### src/rtl/parity_checker_serial.sv
// ---------------------------------------------------------------------------
// parity_checker_serial
//
// Receive-side serial parity checker. A frame is DATA_W data bits (LSB first)
// followed by one parity bit, taken from a gated bit stream (in_valid). The
// completed frame is checked against odd or even parity, the recovered word
// is presented with a pass/fail flag, and failed frames are counted in a
// saturating error counter.
//
// Parameters
//   DATA_W    data bits per frame (>= 1)
//   CNT_W     width of the failed-frame counter
//
// Ports
//   clk        rising-edge clock
//   rst        asynchronous, active-high reset
//   in_valid   in_bit is valid this cycle
//   in_bit     serial bit: data bits LSB first, then the parity bit
//   odd        1 = odd parity, 0 = even; sampled with data bit 0 only
//   abort      synchronous frame discard (wins over in_valid)
//   busy       a frame is partially received
//   out_valid  one-cycle pulse: frame complete
//   out_data   last completed data word
//   check      1 = last completed frame passed parity
//   err_count  saturating count of failed frames
// ---------------------------------------------------------------------------
module parity_checker_serial #(
    parameter int DATA_W = 8,
    parameter int CNT_W  = 8
) (
    input  logic              clk,
    input  logic              rst,
    input  logic              in_valid,
    input  logic              in_bit,
    input  logic              odd,
    input  logic              abort,
    output logic              busy,
    output logic              out_valid,
    output logic [DATA_W-1:0] out_data,
    output logic              check,
    output logic [CNT_W-1:0]  err_count
);

    // Bit index width; a 1-bit frame still needs a (constant-zero) index.
    localparam int IDX_W = (DATA_W > 1) ? $clog2(DATA_W) : 1;
    localparam logic [IDX_W-1:0] LAST_IDX = IDX_W'(DATA_W - 1);

    typedef enum logic [1:0] {
        IDLE = 2'd0,
        DATA = 2'd1,
        PAR  = 2'd2
    } state_t;

    state_t             state_q, state_d;
    logic [IDX_W-1:0]   cnt_q, cnt_d;
    logic               acc_q, acc_d;
    logic               mode_q, mode_d;
    logic [DATA_W-1:0]  shadow_q, shadow_d;

    logic               busy_d;
    logic               out_valid_d;
    logic [DATA_W-1:0]  out_data_d;
    logic               check_d;
    logic [CNT_W-1:0]   err_count_d;

    // Counter increment that sticks at all-ones instead of wrapping.
    function automatic logic [CNT_W-1:0] sat_inc(input logic [CNT_W-1:0] v);
        return (v == '1) ? v : v + 1'b1;
    endfunction

    // Frame verdict: the XOR over data plus parity must be 1 for odd parity
    // and 0 for even parity.
    function automatic logic frame_pass(input logic acc, input logic par,
                                        input logic mode);
        logic total;
        total = acc ^ par;
        return mode ? total : ~total;
    endfunction

    // -----------------------------------------------------------------------
    // Next-state and next-output logic
    // -----------------------------------------------------------------------
    always_comb begin
        state_d     = state_q;
        cnt_d       = cnt_q;
        acc_d       = acc_q;
        mode_d      = mode_q;
        shadow_d    = shadow_q;
        out_valid_d = 1'b0;
        out_data_d  = out_data;
        check_d     = check;
        err_count_d = err_count;

        if (abort) begin
            // Discard any partial frame; a coincident bit is dropped and the
            // previously presented results stay untouched.
            state_d = IDLE;
            cnt_d   = '0;
            acc_d   = 1'b0;
        end else if (in_valid) begin
            unique case (state_q)
                IDLE, DATA: begin
                    // In IDLE cnt_q and acc_q are already zero, so the first
                    // data bit shares the DATA path; only the parity mode is
                    // captured here.
                    if (state_q == IDLE) begin
                        mode_d = odd;
                    end
                    shadow_d[cnt_q] = in_bit;
                    acc_d           = acc_q ^ in_bit;
                    if (cnt_q == LAST_IDX) begin
                        state_d = PAR;
                        cnt_d   = '0;
                    end else begin
                        state_d = DATA;
                        cnt_d   = cnt_q + 1'b1;
                    end
                end
                PAR: begin
                    check_d     = frame_pass(acc_q, in_bit, mode_q);
                    out_data_d  = shadow_q;
                    out_valid_d = 1'b1;
                    if (!frame_pass(acc_q, in_bit, mode_q)) begin
                        err_count_d = sat_inc(err_count);
                    end
                    state_d = IDLE;
                    cnt_d   = '0;
                    acc_d   = 1'b0;
                end
                default: begin
                    state_d = IDLE;
                    cnt_d   = '0;
                    acc_d   = 1'b0;
                end
            endcase
        end

        busy_d = (state_d != IDLE);
    end

    // -----------------------------------------------------------------------
    // State and output registers
    // -----------------------------------------------------------------------
    always_ff @(posedge clk or posedge rst) begin
        if (rst) begin
            state_q   <= IDLE;
            cnt_q     <= '0;
            acc_q     <= 1'b0;
            mode_q    <= 1'b1;
            shadow_q  <= '0;
            busy      <= 1'b0;
            out_valid <= 1'b0;
            out_data  <= '0;
            check     <= 1'b0;
            err_count <= '0;
        end else begin
            state_q   <= state_d;
            cnt_q     <= cnt_d;
            acc_q     <= acc_d;
            mode_q    <= mode_d;
            shadow_q  <= shadow_d;
            busy      <= busy_d;
            out_valid <= out_valid_d;
            out_data  <= out_data_d;
            check     <= check_d;
            err_count <= err_count_d;
        end
    end

endmodule

### config.mk
export PLATFORM = sky130hd
export DESIGN_NAME = parity_checker_serial
export DESIGN_NICKNAME = d
export VERILOG_FILES = /design/src/rtl/parity_checker_serial.sv
export SDC_FILE = /design/constraint.sdc
export NUM_CORES = 1
export LEC_CHECK = 0
export ABC_AREA = 1
export CAP_MARGIN = 10
export CELL_PAD_IN_SITES_DETAIL_PLACEMENT = 2
export CELL_PAD_IN_SITES_GLOBAL_PLACEMENT = 2
export CORE_UTILIZATION = 34
export CTS_CLUSTER_SIZE = 14
export DETAILED_ROUTE_END_ITERATION = 8
export HOLD_SLACK_MARGIN = 0.06
export PLACE_DENSITY = 0.95
export SETUP_SLACK_MARGIN = 0.1
export SYNTH_ARGS = -nofsm -noshare
export SYNTH_HDL_FRONTEND = slang
export SYNTH_SLANG_ARGS = --single-unit
### constraint.sdc
create_clock -name clk -period 3.3 [get_ports clk]
set_input_delay 0.825 -clock clk [delete_from_list [all_inputs] [get_ports clk]]
set_output_delay 0.825 -clock clk [all_outputs]
set_load 0.02 [all_outputs]
==> summary.md, run 1 <==
| Metric | Value |
|---|---|
| FF+latch count, synth | `34` |
| Sw frac | `25.5%` |
| Post-layout util | `45.8%` |
| Clock group share of total power | `41.0%` |
| RSZ-0062 raised after global routing | `no` |
| # DRC | `0` |
| Hold_buf cts | `0` |
| Final #Nets | `239` |
| Pin slew with the least headroom to its limit | `0.449 ns` |
| Slowest CP cell | `clkdlybuf4s50_1` |
| Fin crit period | `2.26 ns` |
| Final WS setup | `1.04 ns` |
| Die width | `71.7 µm` |
| Hold WC Path Type | `flip-flop to flip-flop` |
| Post-DR wirelength/cell | `16.4 µm` |
| Synth top area share | `50.0%` |
| Via density | `5.00` |
| CP cell instances | `clkdlybuf4s50_1` |
| Max-slew violation count | `0` |
| Critical path class | `flip-flop to output port` |
| Internal Dissipation | `700 µW` |
| Worst r2r dst | `err_count[2]$_DFFE_PP0P_` |
| Antenna Nets Post-Route | `0` |
| Grt total ovfl | `0` |
| Post-synth top cells | `nand2_1 (77), dfrtp_1 (33), nor2_1 (15), inv_1 (14), nand3_1 (13)` |
| Core footprint | `4500 µm²` |
| CP endpoint | `err_count[2]` |
| Fin crit share | `68.4%` |
| CP Buf/Inv Count | `1` |
| Worst Setup End Kind | `output port` |
| WHS | `0.479 ns` |
| Max-slew headroom | `70.1%` |
| Synth area leaders | `dfrtp_1 (50%), nand2_1 (18%), nand3_1 (3.9%)` |
| CP Data Arrival Time | `1.43 ns` |
| Peak VDD IR | `0.182 mV` |
| Finish-stage setup viols | `0` |
| Worst skew pair latency | `0.29 ns` |
| Final Hold Viols | `0` |
| Dpl ws | `0.921 ns` |
| Initial Util | `36.7%` |
| CTS Buf Count | `5` |
| First-pass GRT wire length | `8130 µm` |
| Net Count, Synth | `208` |
| Critical Path RT | `2.47 ns` |
| Post-layout power | `939 µW` |
| Worst reg2reg startpoint | `err_count[0]$_DFFE_PP0P_` |
| Syn_area_per_cell | `8.30 µm²` |
| Seq pwr share | `49.3%` |
| Ant. Diodes | `0` |
| Logic gate share of total power | `9.7%` |
| H-tree depth | `2` |
| P_sw | `240 µW` |
| Clk root buf | `clkbuf_8` |
| Post-synth EDFFs | `0` |
| WL final | `4630 µm` |
| Filler cells | `518` |
| # rows | `24` |
| Critical Path Start | `err_count[2]$_DFFE_PP0P_` |
| Clock skew | `0.00186 ns` |
| Share of flip-flops with an asynchronous set or reset | `100%` |
| TritonRoute pass-1 iters | `4` |
| Post-Synthesis Cells | `199` |
| Top Ports | `25` |
| Largest net degree at the start of global routing | `35` |
| Die area | `5140 µm²` |
| Post-CTS Resized | `0` |
| Antenna violations before repair | `0` |
| Area Growth Syn to Fin | `24.8%` |
| Number of max-cap violations | `0` |
| CTS tree | `done` |
| Slowest stage delay, CP | `0.66 ns` |
| Max clock buf depth | `2` |
| Routability congestion estimate | `0.704` |
| YS warnings | `0` |
| CTS Sinks | `34` |
| Buffers on Ports | `24` |
| Setup_tns | `0 ns` |
| Share of layout cells above drive strength 1 | `12.1%` |
| Max Freq | `443 MHz` |
| Pleak | `0.00102 µW` |
| R2r worst-path depth | `7` |
| Worst-path clk slew | `0.07 ns` |
| Family with the most delay on the worst path | `buffers and inverters` |
| Die Ht | `71.7 µm` |
| Mapped Area | `1650 µm²` |
| Iter 0 DRT Violations | `90` |
| Seq/Total Area, Yosys | `51.6%` |
| Yosys top cell by area | `dfrtp_1` |
| Synth Flop Type | `dfrtp_1` |
| Power density cells | `456 nW/µm²` |
| Vias in the first global route | `1570` |
| Netlist cell types | `23` |
| Status | `completed` |
| Most frequent cell after synthesis | `nand2_1` |
| Levels on crit path | `1` |
| R2r setup slk | `1.66 ns` |
| Via count | `1415` |
| Gr usage total | `21.1%` |
| Critical path fanouts, max | `6` |
| Dpl hpwl | `3320 µm` |
| CP startpoint kind | `flip-flop` |
| Post-CTS Setup Bufs | `0` |
## metrics by stage
step | std cells | cell area, µm²
final | 283 | 2060
after global routing | 283 | 2060
after CTS | 283 | 2060
after global placement | 275 | 1950
after floorplan | 199 | 1650
after detailed placement | 275 | 1950
## kinds of logic (layout without fill, tap and decap cells)
logic type / after synthesis / in the layout / share of synthesized area, %
AND/OR/NAND/NOR: 118 / 118 / 33.3
buffers and inverters: 23 / 55 / 5.68
XOR/XNOR: 3 / 3 / 1.59
adder cells (fa/ha/maj): 3 / 3 / 2.27
AO/OA/AOI/OAI: 18 / 18 / 5.53
flip-flops: 34 / 34 / 51.6
## placed cells by master (no fill, tap or decap)
cell type	instances
dfrtp_1	33
o21ai_0	7
nor2_1	15
inv_2	7
nand3_2	1
clkinv_1	1
clkinv_2	2
clkdlybuf4s50_1	24
nand3_1	13
nand3b_4	1
nand2_2	4
bufinv_16	1
nand3_4	1
nand2_1	77
inv_1	14
dfstp_2	1
o21ai_1	9
nor2_4	3
buf_4	1
o22ai_1	1
a21oi_1	1
or2_1	1
clkbuf_8	5
ha_1	3
nand3b_1	1
xor2_1	3
nor2_8	1
## metal layers
layer,routed length [µm],track usage [%]
met2,2360,36.0
met4,64,6.54
met1,2080,26.6
met5,0,0
met3,125,4.78
## final cells by class
type,count,area [µm²],share of cell area (%)
repair buffers,25,248,12.0
flip-flops and latches,34,852,41.3
well taps,52,65.1,3.16
inverters,22,82.6,4.00
multi-input cells,142,706,34.2
clock inverters,3,40.0,1.94
clock buffers,5,68.8,3.34
## flip-flops by register name (all words and copies together), names as in the netlist
name and count:
check 1, state_q 2, acc_q 1, out_valid 1, err_count 8, out_data 8, busy 1, cnt_q 3
shadow_q 8, mode_q 1
## worst min path at each step
stage	slack, ns	startpoint	depth (start not counted)	end
finish	0.48	out_data[7]$_DFFE_PP0P_	2	out_data[7]$_DFFE_PP0P_
global route	0.51	out_data[6]$_DFFE_PP0P_	2	out_data[6]$_DFFE_PP0P_
CTS	0.49	out_data[7]$_DFFE_PP0P_	2	out_data[7]$_DFFE_PP0P_
detailed placement	0.47	out_data[7]$_DFFE_PP0P_	2	out_data[7]$_DFFE_PP0P_
global placement	0.45	out_data[7]$_DFFE_PP0P_	2	out_data[7]$_DFFE_PP0P_
floorplan	0.45	shadow_q[0]$_DFFE_PP0P_	2	out_data[0]$_DFFE_PP0P_
## power groups by stage
stage	Sequential (µW)	Combinational (µW)	Clock, µW
6_report	463	91.0	385
5_1_grt	467	103	407
4_1_cts	463	93.2	395
3_5_place_dp	471	91.3	0
3_3_place_gp	468	84.9	0
2_1_floorplan	471	52.2	0
No activity file was read; power rests on OpenSTA's default activity.
==> inputs of run 2 (changes only) <==
--- a/config.mk
+++ b/config.mk
@@ -9,11 +9,11 @@
 export CAP_MARGIN = 10
 export CELL_PAD_IN_SITES_DETAIL_PLACEMENT = 2
 export CELL_PAD_IN_SITES_GLOBAL_PLACEMENT = 2
-export CORE_UTILIZATION = 34
+export CORE_UTILIZATION = 28
 export CTS_CLUSTER_SIZE = 14
 export DETAILED_ROUTE_END_ITERATION = 8
 export HOLD_SLACK_MARGIN = 0.06
-export PLACE_DENSITY = 0.95
+export PLACE_DENSITY = 0.85
 export SETUP_SLACK_MARGIN = 0.1
 export SYNTH_ARGS = -nofsm -noshare
 export SYNTH_HDL_FRONTEND = slang
==> constraint.sdc (replaced) <==
create_clock -name clk -period 1.9 [get_ports clk]
set_input_delay 0.475 -clock clk [delete_from_list [all_inputs] [get_ports clk]]
set_output_delay 0.475 -clock clk [all_outputs]
set_load 0.02 [all_outputs]
==> run 2 against run 1 <==
Wire length down 11%. Non-clock buffer count rose by 2. Sequential power grew 73%. Core utilization decreased by 8.5 points. Clock skew is 0.0031 ns higher. Combinational power is 75% higher.
==> summary.md, run 2 (same netlist as run 1, synthesis figures left out) <==
| Metric | Value |
|---|---|
| Status | `completed (unchanged)` |
| TritonRoute pass-1 iters | `2 (was 4)` |
| Logic gate share of total power | `10.4% (was 9.7%)` |
| Peak VDD IR | `0.248 mV (was 0.182 mV)` |
| Ant. Diodes | `0 (unchanged)` |
| Pin slew with the least headroom to its limit | `0.278 ns (was 0.449 ns)` |
| Buffers on Ports | `24 (unchanged)` |
| # rows | `27 (was 24)` |
| CP startpoint kind | `flip-flop (unchanged)` |
| Internal Dissipation | `1120 µW (was 700 µW)` |
| Worst skew pair latency | `0.29 ns (about the same)` |
| CTS Buf Count | `5 (unchanged)` |
| Hold WC Path Type | `flip-flop to flip-flop (unchanged)` |
| Antenna Nets Post-Route | `0 (unchanged)` |
| Via count | `1388 (was 1415)` |
| Grt total ovfl | `0 (unchanged)` |
| Routability congestion estimate | `0.735 (was 0.704)` |
| CTS tree | `done (unchanged)` |
| Final #Nets | `241 (was 239)` |
| Clock group share of total power | `37.2% (was 41.0%)` |
| CP cell instances | `clkdlybuf4s50_1 (unchanged)` |
| Cells after DPL | `297 (was 275)` |
| Die Ht | `78.8 µm (was 71.7 µm)` |
| Fin crit share | `91.1%` |
| Critical path class | `flip-flop to output port (unchanged)` |
| Gr usage total | `15.3% (was 21.1%)` |
| Power density cells | `732 nW/µm² (was 456 nW/µm²)` |
| Dpl hpwl | `3110 µm (was 3320 µm)` |
| Core footprint | `5610 µm² (was 4500 µm²)` |
| Die area | `6210 µm² (was 5140 µm²)` |
| Sw frac | `26.6% (was 25.5%)` |
| First-pass GRT wire length | `7180 µm (was 8130 µm)` |
| Commonest non-fill, non-tap cell in the layout | `nand2_1 (unchanged)` |
| Max Freq | `578 MHz` |
| Max-slew headroom | `81.4% (was 70.1%)` |
| Critical Path RT | `1.42 ns (was 2.47 ns)` |
| CP Buf/Inv Count | `1 (unchanged)` |
| CTS Sinks | `34 (unchanged)` |
| Fin crit period | `1.73 ns` |
| Family with the most delay on the worst path | `buffers and inverters (unchanged)` |
| CP Data Arrival Time | `1.26 ns (was 1.43 ns)` |
| Worst Setup End Kind | `output port (unchanged)` |
| WL final | `4130 µm (was 4630 µm)` |
| Post-CTS Setup Bufs | `0 (unchanged)` |
| Post-DR wirelength/cell | `13.5 µm (was 16.4 µm)` |
| Slowest stage delay, CP | `0.61 ns (was 0.66 ns)` |
| Finished Layout Cells | `305 (was 283)` |
| Die width | `78.8 µm (was 71.7 µm)` |
| Area Growth Syn to Fin | `26.7% (was 24.8%)` |
| Number of max-cap violations | `0 (unchanged)` |
| Largest registers | `err_count (8), out_data (8), shadow_q (8) (unchanged)` |
| Max clock buf depth | `2 (unchanged)` |
| Clk root buf | `clkbuf_8 (unchanged)` |
| Largest net degree at the start of global routing | `35 (unchanged)` |
| Seq pwr share | `52.4% (was 49.3%)` |
| Pleak | `0.00108 µW (was 0.00102 µW)` |
| Antenna violations before repair | `0 (unchanged)` |
| # DRC | `0 (unchanged)` |
| Slowest CP cell | `clkdlybuf4s50_1 (unchanged)` |
| Max-slew violation count | `0 (unchanged)` |
| Initial Util | `29.5% (was 36.7%)` |
| H-tree depth | `2 (unchanged)` |
| Finish-stage setup viols | `0 (unchanged)` |
| Via density | `4.55 (was 5.00)` |
| Iter 0 DRT Violations | `49 (was 90)` |
| Clock skew | `0.00500 ns (was 0.00186 ns)` |
| Setup_tns | `0 ns (unchanged)` |
| RSZ-0062 raised after global routing | `no (unchanged)` |
| Vias in the first global route | `1539 (was 1570)` |
| Most frequent cells in the layout | `nand2_1 (77), dfrtp_1 (33), nor2_1 (15), clkdlybuf4s50_1 (15), inv_1 (14) (was nand2_1 (77), dfrtp_1 (33), clkdlybuf4s50_1 (24), nor2_1 (15), inv_1 (14))` |
| Critical path fanouts, max | `1 (was 6)` |
| P_sw | `408 µW (was 240 µW)` |
| Share of layout cells above drive strength 1 | `12.9% (was 12.1%)` |
| Top Ports | `25 (unchanged)` |
| Filler cells | `677 (was 518)` |
| Worst-path clk slew | `0.07 ns (about the same)` |
| Final Hold Viols | `0 (unchanged)` |
[run 2: what timing repair did]
item / 4_1_cts / 5_1_grt
gates resized for setup: 8 / 1
hold buffers: 0 / 0
setup endpoints to repair: 8 / 1
[run 2: power by group through the flow]
stage          registers [µW]  clock network (µW)  logic, µW
2_1_floorplan             818                   0       90.6
3_3_place_gp              814                   0        152
3_5_place_dp              818                   0        163
4_1_cts                   805                 591        164
5_1_grt                   809                 608        182
6_report                  803                 570        159
[run 2: stage by stage]
step                      util, %  worst slack (ns)  power (µW)  instance area [µm²]  hold WS (ns)
after floorplan                 -             0.492         908                 1650         0.449
after global placement       35.8             0.109         966                 2010         0.452
after detailed placement     35.8            0.0362         981                 2010         0.463
after CTS                    37.3             0.104        1560                 2090         0.481
after global routing         37.3             0.129        1600                 2090         0.509
final                        37.3             0.169        1530                 2090         0.477
[run 2: worst paths after layout]
path | depth (start not counted) | start | end | slack [ns]
min | 2 | out_data[4]$_DFFE_PP0P_ | out_data[4]$_DFFE_PP0P_ | 0.48
min reg2reg | 2 | out_data[4]$_DFFE_PP0P_ | out_data[4]$_DFFE_PP0P_ | 0.48
max in group asynchronous | 3 | rst | mode_q$_DFFE_PP1P_ | 1.11
min in group asynchronous | 3 | rst | err_count[4]$_DFFE_PP0P_ | 0.53
max reg2reg | 7 | err_count[0]$_DFFE_PP0P_ | err_count[2]$_DFFE_PP0P_ | 0.31
max | 1 | out_valid$_DFF_PP0_ | out_valid | 0.17
[run 2: metal layers]
layer  wire (µm)  global-route usage (%)
met5           0                       0
met4          52                    5.56
met3         123                    3.45
met2        2100                    26.3
met1        1850                    18.7
[run 2: final cells by class]
class / count / area (µm²) / area share, %
Sequential cell: 34 / 852 / 40.7
Multi-Input combinational cell: 142 / 706 / 33.7
Inverter: 22 / 82.6 / 3.95
Timing Repair Buffer: 27 / 268 / 12.8
Clock buffer: 6 / 82.6 / 3.95
Tap cell: 72 / 90.1 / 4.30
Clock inverter: 2 / 12.5 / 0.598
